## config.mk

```make
export PLATFORM = sky130hd
export DESIGN_NAME = fifo_word_packer
export DESIGN_NICKNAME = d
export VERILOG_FILES = /design/src/rtl/fifo_ctrl_pkg.sv /design/src/rtl/fifo_word_packer.sv
export SDC_FILE = /design/constraint.sdc
export NUM_CORES = 1
export LEC_CHECK = 0
export BUFFER_PORTS_ARGS = -buffer_cell sky130_fd_sc_hd__buf_2
export CORE_MARGIN = 10
export CORE_UTILIZATION = 50
export DETAILED_ROUTE_END_ITERATION = 12
export PLACE_DENSITY = 0.85
export SETUP_SLACK_MARGIN = 0.4
export SLEW_MARGIN = 20
export SYNTH_ARGS = -nofsm -noshare
export SYNTH_HDL_FRONTEND = slang
export SYNTH_SLANG_ARGS = --single-unit
export TNS_END_PERCENT = 10
```

## constraint.sdc

```tcl
create_clock -name clk -period 1.65 [get_ports clk]
set_input_delay 0.33 -clock clk [delete_from_list [all_inputs] [get_ports clk]]
set_output_delay 0.33 -clock clk [all_outputs]
set_load 0.03 [all_outputs]
```

## src/rtl/fifo_ctrl_pkg.sv

```systemverilog
// Shared definitions for the FIFO read-side word packer.
// Latency: n/a (types and constants only).
// Backpressure: n/a.
// Contents: packer FSM state encoding, default geometry and flush timeout.
package fifo_ctrl_pkg;

   // FILL: issuing reads and capturing bytes; OUT: word presented, waiting for the consumer.
   typedef enum logic {
      FILL = 1'b0,
      OUT  = 1'b1
   } state_t;

   localparam int DEF_BYTE_WIDTH     = 8;
   localparam int DEF_BYTES_PER_WORD = 4;
   localparam int DEF_TIMEOUT_CYCLES = 1024;

endpackage

```

## src/rtl/fifo_word_packer.sv

```systemverilog
// Reads BYTES_PER_WORD bytes from a byte FIFO and packs them little-endian into one word.
// Latency: BYTES_PER_WORD+1 cycles from first read to word_valid with back-to-back reads.
// Backpressure: holds the word and stops reading while word_ready=0; one word in flight.
//
// Ports:
//   clk, reset (async, active low), clear (sync abort of the partial/held word)
//   fifo_empty / fifo_read / fifo_read_data : FIFO read port, data returns one cycle after the read
//   word_valid / word_ready / word_data     : packed-word handshake, byte 0 in the LSBs
//   word_bytes (only with FIFO_WORD_PACKER_TIMEOUT_EN) : bytes in the presented word
//
// Optional feature macro FIFO_WORD_PACKER_TIMEOUT_EN: flush a partial word after
// TIMEOUT_CYCLES idle cycles and report its length on word_bytes.
module fifo_word_packer
   import fifo_ctrl_pkg::*;
#(
   parameter int BYTE_WIDTH     = DEF_BYTE_WIDTH,
   parameter int BYTES_PER_WORD = DEF_BYTES_PER_WORD,
   parameter int TIMEOUT_CYCLES = DEF_TIMEOUT_CYCLES
) (
   input  logic                                 clk,
   input  logic                                 reset,
   input  logic                                 clear,
   input  logic                                 fifo_empty,
   output logic                                 fifo_read,
   input  logic [BYTE_WIDTH-1:0]                fifo_read_data,
   output logic                                 word_valid,
   input  logic                                 word_ready,
`ifdef FIFO_WORD_PACKER_TIMEOUT_EN
   output logic [$clog2(BYTES_PER_WORD+1)-1:0]  word_bytes,
`endif
   output logic [BYTE_WIDTH*BYTES_PER_WORD-1:0] word_data
);

   localparam int             CW   = $clog2(BYTES_PER_WORD + 1);
   localparam int             WW   = BYTE_WIDTH * BYTES_PER_WORD;
   localparam logic [CW-1:0]  LAST = CW'(BYTES_PER_WORD - 1);
   localparam logic [CW-1:0]  FULL = CW'(BYTES_PER_WORD);

   if (BYTES_PER_WORD < 2 || BYTES_PER_WORD > 8 || TIMEOUT_CYCLES < 1) begin : g_param_check
      $error("fifo_word_packer: BYTES_PER_WORD must be 2..8 and TIMEOUT_CYCLES >= 1");
   end

   state_t          r_state;
   state_t          w_state_nxt;
   logic [CW-1:0]   r_issued;
   logic [CW-1:0]   r_captured;
   logic            r_rd_pend;
   logic [WW-1:0]   r_word_data;
   logic            w_capture;
   logic            w_last;
   logic            w_handshake;
   logic            w_timeout;

`ifdef FIFO_WORD_PACKER_TIMEOUT_EN
   localparam int            IW      = $clog2(TIMEOUT_CYCLES + 1);
   localparam logic [IW-1:0] IDLE_TO = IW'(TIMEOUT_CYCLES);

   logic [IW-1:0]   r_idle;

   // Flush only with no read outstanding, so the partial word is exactly what was captured.
   assign w_timeout = (r_state == FILL) && (r_captured != '0) && (r_idle == IDLE_TO) && !r_rd_pend;

   always_ff @(posedge clk or negedge reset) begin
      if (!reset) begin
         r_idle <= '0;
      end else if (clear || (r_state != FILL) || (r_captured == '0) || w_capture) begin
         r_idle <= '0;
      end else if (r_idle != IDLE_TO) begin
         r_idle <= r_idle + IW'(1);
      end
   end

   assign word_bytes = (r_state == OUT) ? r_captured : '0;
`else
   assign w_timeout = 1'b0;
`endif

   // Reads are gated by reset as well so nothing is popped while the block is held in reset.
   // The timeout term stops a read racing the flush into OUT.
   assign fifo_read   = reset && (r_state == FILL) && !fifo_empty && (r_issued < FULL)
                        && !clear && !w_timeout;
   // A byte returning during clear belongs to the aborted word and is dropped.
   assign w_capture   = r_rd_pend && !clear;
   assign w_last      = w_capture && (r_captured == LAST);
   assign w_handshake = (r_state == OUT) && word_ready;

   always_comb begin
      w_state_nxt = r_state;
      if (clear) begin
         w_state_nxt = FILL;
      end else begin
         case (r_state)
            FILL:    if (w_last || w_timeout) w_state_nxt = OUT;
            OUT:     if (word_ready)          w_state_nxt = FILL;
            default: w_state_nxt = FILL;
         endcase
      end
   end

   always_ff @(posedge clk or negedge reset) begin
      if (!reset) begin
         r_state <= FILL;
      end else begin
         r_state <= w_state_nxt;
      end
   end

   always_ff @(posedge clk or negedge reset) begin
      if (!reset) begin
         r_issued    <= '0;
         r_captured  <= '0;
         r_rd_pend   <= 1'b0;
         r_word_data <= '0;
      end else if (clear || w_handshake) begin
         r_issued    <= '0;
         r_captured  <= '0;
         r_rd_pend   <= 1'b0;
         r_word_data <= '0;
      end else begin
         r_rd_pend <= fifo_read;
         if (fifo_read) begin
            r_issued <= r_issued + CW'(1);
         end
         if (w_capture) begin
            for (int i = 0; i < BYTES_PER_WORD; i++) begin
               if (r_captured == CW'(i)) begin
                  r_word_data[i*BYTE_WIDTH +: BYTE_WIDTH] <= fifo_read_data;
               end
            end
            r_captured <= r_captured + CW'(1);
         end
      end
   end

   assign word_valid = (r_state == OUT);
   assign word_data  = r_word_data;

endmodule

```

After elaboration in Yosys (flattened, before gate mapping). Index checks and enable logic that the tools add are counted.

Eq/ne operators: 3. Order comparisons: 1. Reductions and logical operators: 21. Bitwise logic cells: 1. Add/sub/neg operators: 2. Multiplexer cells: 15.

Operator list (number): $mux 32 (2); $mux 8 (4); $mux 3 (4); $reduce_bool 2->1 (6); $reduce_and 2->1 (4); $logic_and 1x1->1 (7); $add 3x1->3 const B (2); $eq 3x2->1 const B (2); $mux 1 (4); $eq 3x1->1 const B (1); $logic_not 3->1 (1); $lt 3x3->1 const B (1); $logic_not 1->1 (2); $pmux 1 s2 (1); $logic_or 1x1->1 (1); $not 1->1 (1).

Output and inout bits: 34. Input port bits: 13. Bits in registers: 40.

Longest topological paths before layout.
Depth in word-level cells: 7. Gate-level depth with buffers: 6.

Worst setup path before layout. No wires, ideal clock.

Path kind: register to output. Start: reg r_state (netlist: word_valid). End: out fifo_read. Arrival: 1.143 ns. Stages on the path, launching flop included: 3. Setup slack: 0.177 ns. Buffers on the path: 0. Cells stage by stage: dfrtp_1 nor4b_4 and2b_4.

Longest elaborated chain between the ends: 5.

RTL lines: from (decl) (RTL line fifo_word_packer.sv:43) `state_t r_state;`; from (signal assigned) (RTL line fifo_word_packer.sv:104) `r_state <= w_state_nxt;`; $not 1->1 (RTL line fifo_word_packer.sv:80) `assign fifo_read = reset && (r_state == FILL) && !fifo_empty && (r_issued < FULL)`; $logic_and 1x1->1 (3 in series) (RTL line fifo_word_packer.sv:80); $logic_and 1x1->1 (RTL line fifo_word_packer.sv:81) `&& !clear && !w_timeout;`; to (decl) (RTL line fifo_word_packer.sv:24) `output logic fifo_read,`.

Every way passes these cells.

Final worst setup path. Same ends and word-level chain as after synthesis.

==> key figures <==
Run status
  – Outcome: finished, violations left
  – Failing checks: negative setup slack

Finish
  – Area occupied by multi-input gates: 932 um2
  – Share of layout cells above drive strength 1: 54.3%
  – Antenna diodes: 0
  – Filler cells: 189
  – Most frequent cells in the layout: buf_6, dfrtp_1, nor2_1
  – Register Area: 1000 um2
  – Fin area: 2730 um2
  – Layout area overhead: 55.5%
  – Final net count: 237
  – Most common cell after layout, fill and taps aside: buf_6

Global route
  – Largest net degree at the start of global routing: 41
  – Tot GR Track Use: 16.2%
  – Initial antenna violation count: 0
  – Number of global-route vias before repair: 1563
  – Global-route wire length before repair: 8.07 mm
  – Grt ovf: 0

Critical path
  – RR Startpoint: r_captured[0]$_DFFE_PN0P_
  – Crit-path max FO: 2
  – FF-to-FF End: word_data[15]$_DFFE_PN0P_
  – CP endpoint kind: output pin
  – Worst reg2reg path depth: 6
  – Reg2Reg Setup Slack: 200 ps
  – Worst EP arrival: 1450 ps
  – CP startpoint kind: flip-flop
  – Worst path required time: 1320 ps
  – Crit Path Class: reg2out

Logic synthesis
  – Post-Syn Area per Cell: 11.3 um2
  – Mapped Cells: 155
  – Syn. warnings: 0
  – Yosys reg bits: 40
  – Cell area after synthesis: 1760 um2
  – Register area share after synthesis: 57.0%
  – Post-synth cell types: 18
  – Syn Nets: 174

Floorplanning
  – Std cell rows: 21
  – Initial Util: 52.2%
  – Core region area: 3360 um2
  – Die Span Y: 79.3 um
  – Die ar.: 6280 um2
  – DIE WIDTH: 79.3 um
  – IO Pins: 47

Clock tree
  – CTS Buffer Depth: 2
  – Num Clock Sinks: 40
  – H-tree depth: 2
  – Clock Latency Late Sink: 370 ps
  – Clk slew on worst S/H paths: 130 ps
  – Root Buffer: clkbuf_4
  – CTS buffer count: 5
  – CTS tree: yes

Routing
  – Wire per inst: 20.7 um
  – Routed Antenna Nets: 0
  – Routed WL: 5.49 mm
  – DR vias: 1480
  – First-pass DRT Iterations: 5
  – DRC: 0
  – 1st-iter DRT viols: 98
  – Vias per cell: 5.58

Timing
  – Finish-stage setup viols: 1
  – Least-Margin Pin Slew: 501 ps
  – RSZ-0062 raised after global routing: true
  – Hold_ws: 53.1 ps
  – Relative slew slack: 66.6%
  – Max Freq: 562 MHz
  – Slew Limit Fails: 0
  – Final hold violations: 0
  – Clock skew: 9.31 ps
  – Fin crit period: 1780 ps
  – Final Cycle Share: 108%
  – Setup ws final: -129 ps

Place
  – Post-DP Area: 2080 um2
  – Gpl congestion: 0.800
  – DP HPWL: 3.04 mm
  – Port bufs: 46

Hold path
  – Hold/Removal Path Class: in2async

Power and ir drop
  – Peak supply drop: 0.638 mV
  – PwrDens: 638 nW/um2
  – Leak: 1.34 nW

Run
  – Max capacitance violation total: 0
[flip-flops by register name, indices dropped and copies added, names as in the netlist]
signal and cells:
r_captured 3, r_issued 3, r_rd_pend 1, word_data 32
word_valid 1
[layout make-up]
cell class | instances | share of cell area, %
well taps | 46 | 2.11
inverters | 3 | 0.596
clock buffers | 6 | 1.51
flip-flops and latches | 40 | 36.8
repair buffers | 66 | 24.4
clock inverters | 2 | 0.458
multi-input cells | 102 | 34.1
[how the worst max path moves through the flow]
stage / from / to / slack, ps / cells past startpoint
after floorplan: word_valid$_DFF_PN0_ / fifo_read / 300 / 2
after CTS: word_valid$_DFF_PN0_ / fifo_read / -120 / 3
after detailed placement: fifo_empty / fifo_read / 140 / 4
after global routing: word_valid$_DFF_PN0_ / fifo_read / -180 / 3
after global placement: fifo_empty / fifo_read / 150 / 4
final: word_valid$_DFF_PN0_ / fifo_read / -130 / 3
[worst max-delay path, cell delays in order, from the launching register on]
cell	delay (ps)
dfrtp_2	450
nor4b_4	280
and2b_4	220
buf_6	130
[cells in the mapped netlist]
library cell  instances  area share [%]
a211oi_1              1            0.43
nor2_1               29             6.2
nand3_1               8             2.3
dfrtp_1              40              57
buf_2                 4             1.1
nor4b_4               1             1.4
nand2_1              11             2.4
inv_1                 3            0.64
and2b_4               1            0.57
xnor2_1               1            0.50
a21oi_1              11             3.1
nor2b_1               1            0.36
buf_4                 6             2.6
nand3b_1              4             1.7
o21ai_1               1            0.28
mux2i_1              26              15
ha_1                  6             4.3
a21o_1                1            0.43
[per-layer routing]
| layer | GRT usage, % | share of wire (%) | vias up | routed length [um] |
|---|---|---|---|---|
| li1 | - | - | 646 | - |
| met3 | 5.07 | 6.6 | 23 | 365 |
| met5 | 0 | 0 | - | 0 |
| met1 | 18.1 | 38 | 744 | 2060 |
| met2 | 28.3 | 52 | 67 | 2870 |
| met4 | 5.73 | 3.5 | 0 | 194 |
[metrics by stage]
| stage | TNS (ps) | instances | worst slack (ps) | power (mW) | utilization (%) |
|---|---|---|---|---|---|
| finish | -129 | 265 | -129 | 1.74 | 81.2 |
| global route | -182 | 265 | -182 | 1.81 | 81.2 |
| global placement | 0 | 247 | 147 | 1.18 | 61.9 |
| floorplan | 0 | 155 | 301 | 1.11 | - |
| detailed placement | 0 | 247 | 135 | 1.19 | 61.9 |
| CTS | -120 | 260 | -120 | 1.70 | 73.4 |
[kinds of logic (layout without fill, tap and decap cells)]
family                   count (synthesis)  in the layout  share of synthesized area [%]
AND/OR/NAND/NOR                         55             55                           14.8
adder cells (fa/ha/maj)                  6              6                           4.27
AO/OA/AOI/OAI                           14             14                           4.27
flip-flops                              40             40                           57.0
XOR/XNOR                                 1              1                          0.499
buffers and inverters                   13             77                           4.34
multiplexers                            26             26                           14.8
[report_power, final]
group	internal [mW]	switching, mW	total [mW]
clock network	0.164	0.344	0.509
registers	0.996	0.0159	1.01
logic	0.0925	0.131	0.224
[what timing repair did]
action                                  in CTS  in global routing
endpoints found under the setup margin      68                 72
buffers inserted                             5                  5
gates resized for setup                     88                 54
hold buffers                                 0                  0
pin swaps                                   24                 47
gates cloned                                 0                  0
No activity file was read; power rests on OpenSTA's default activity.
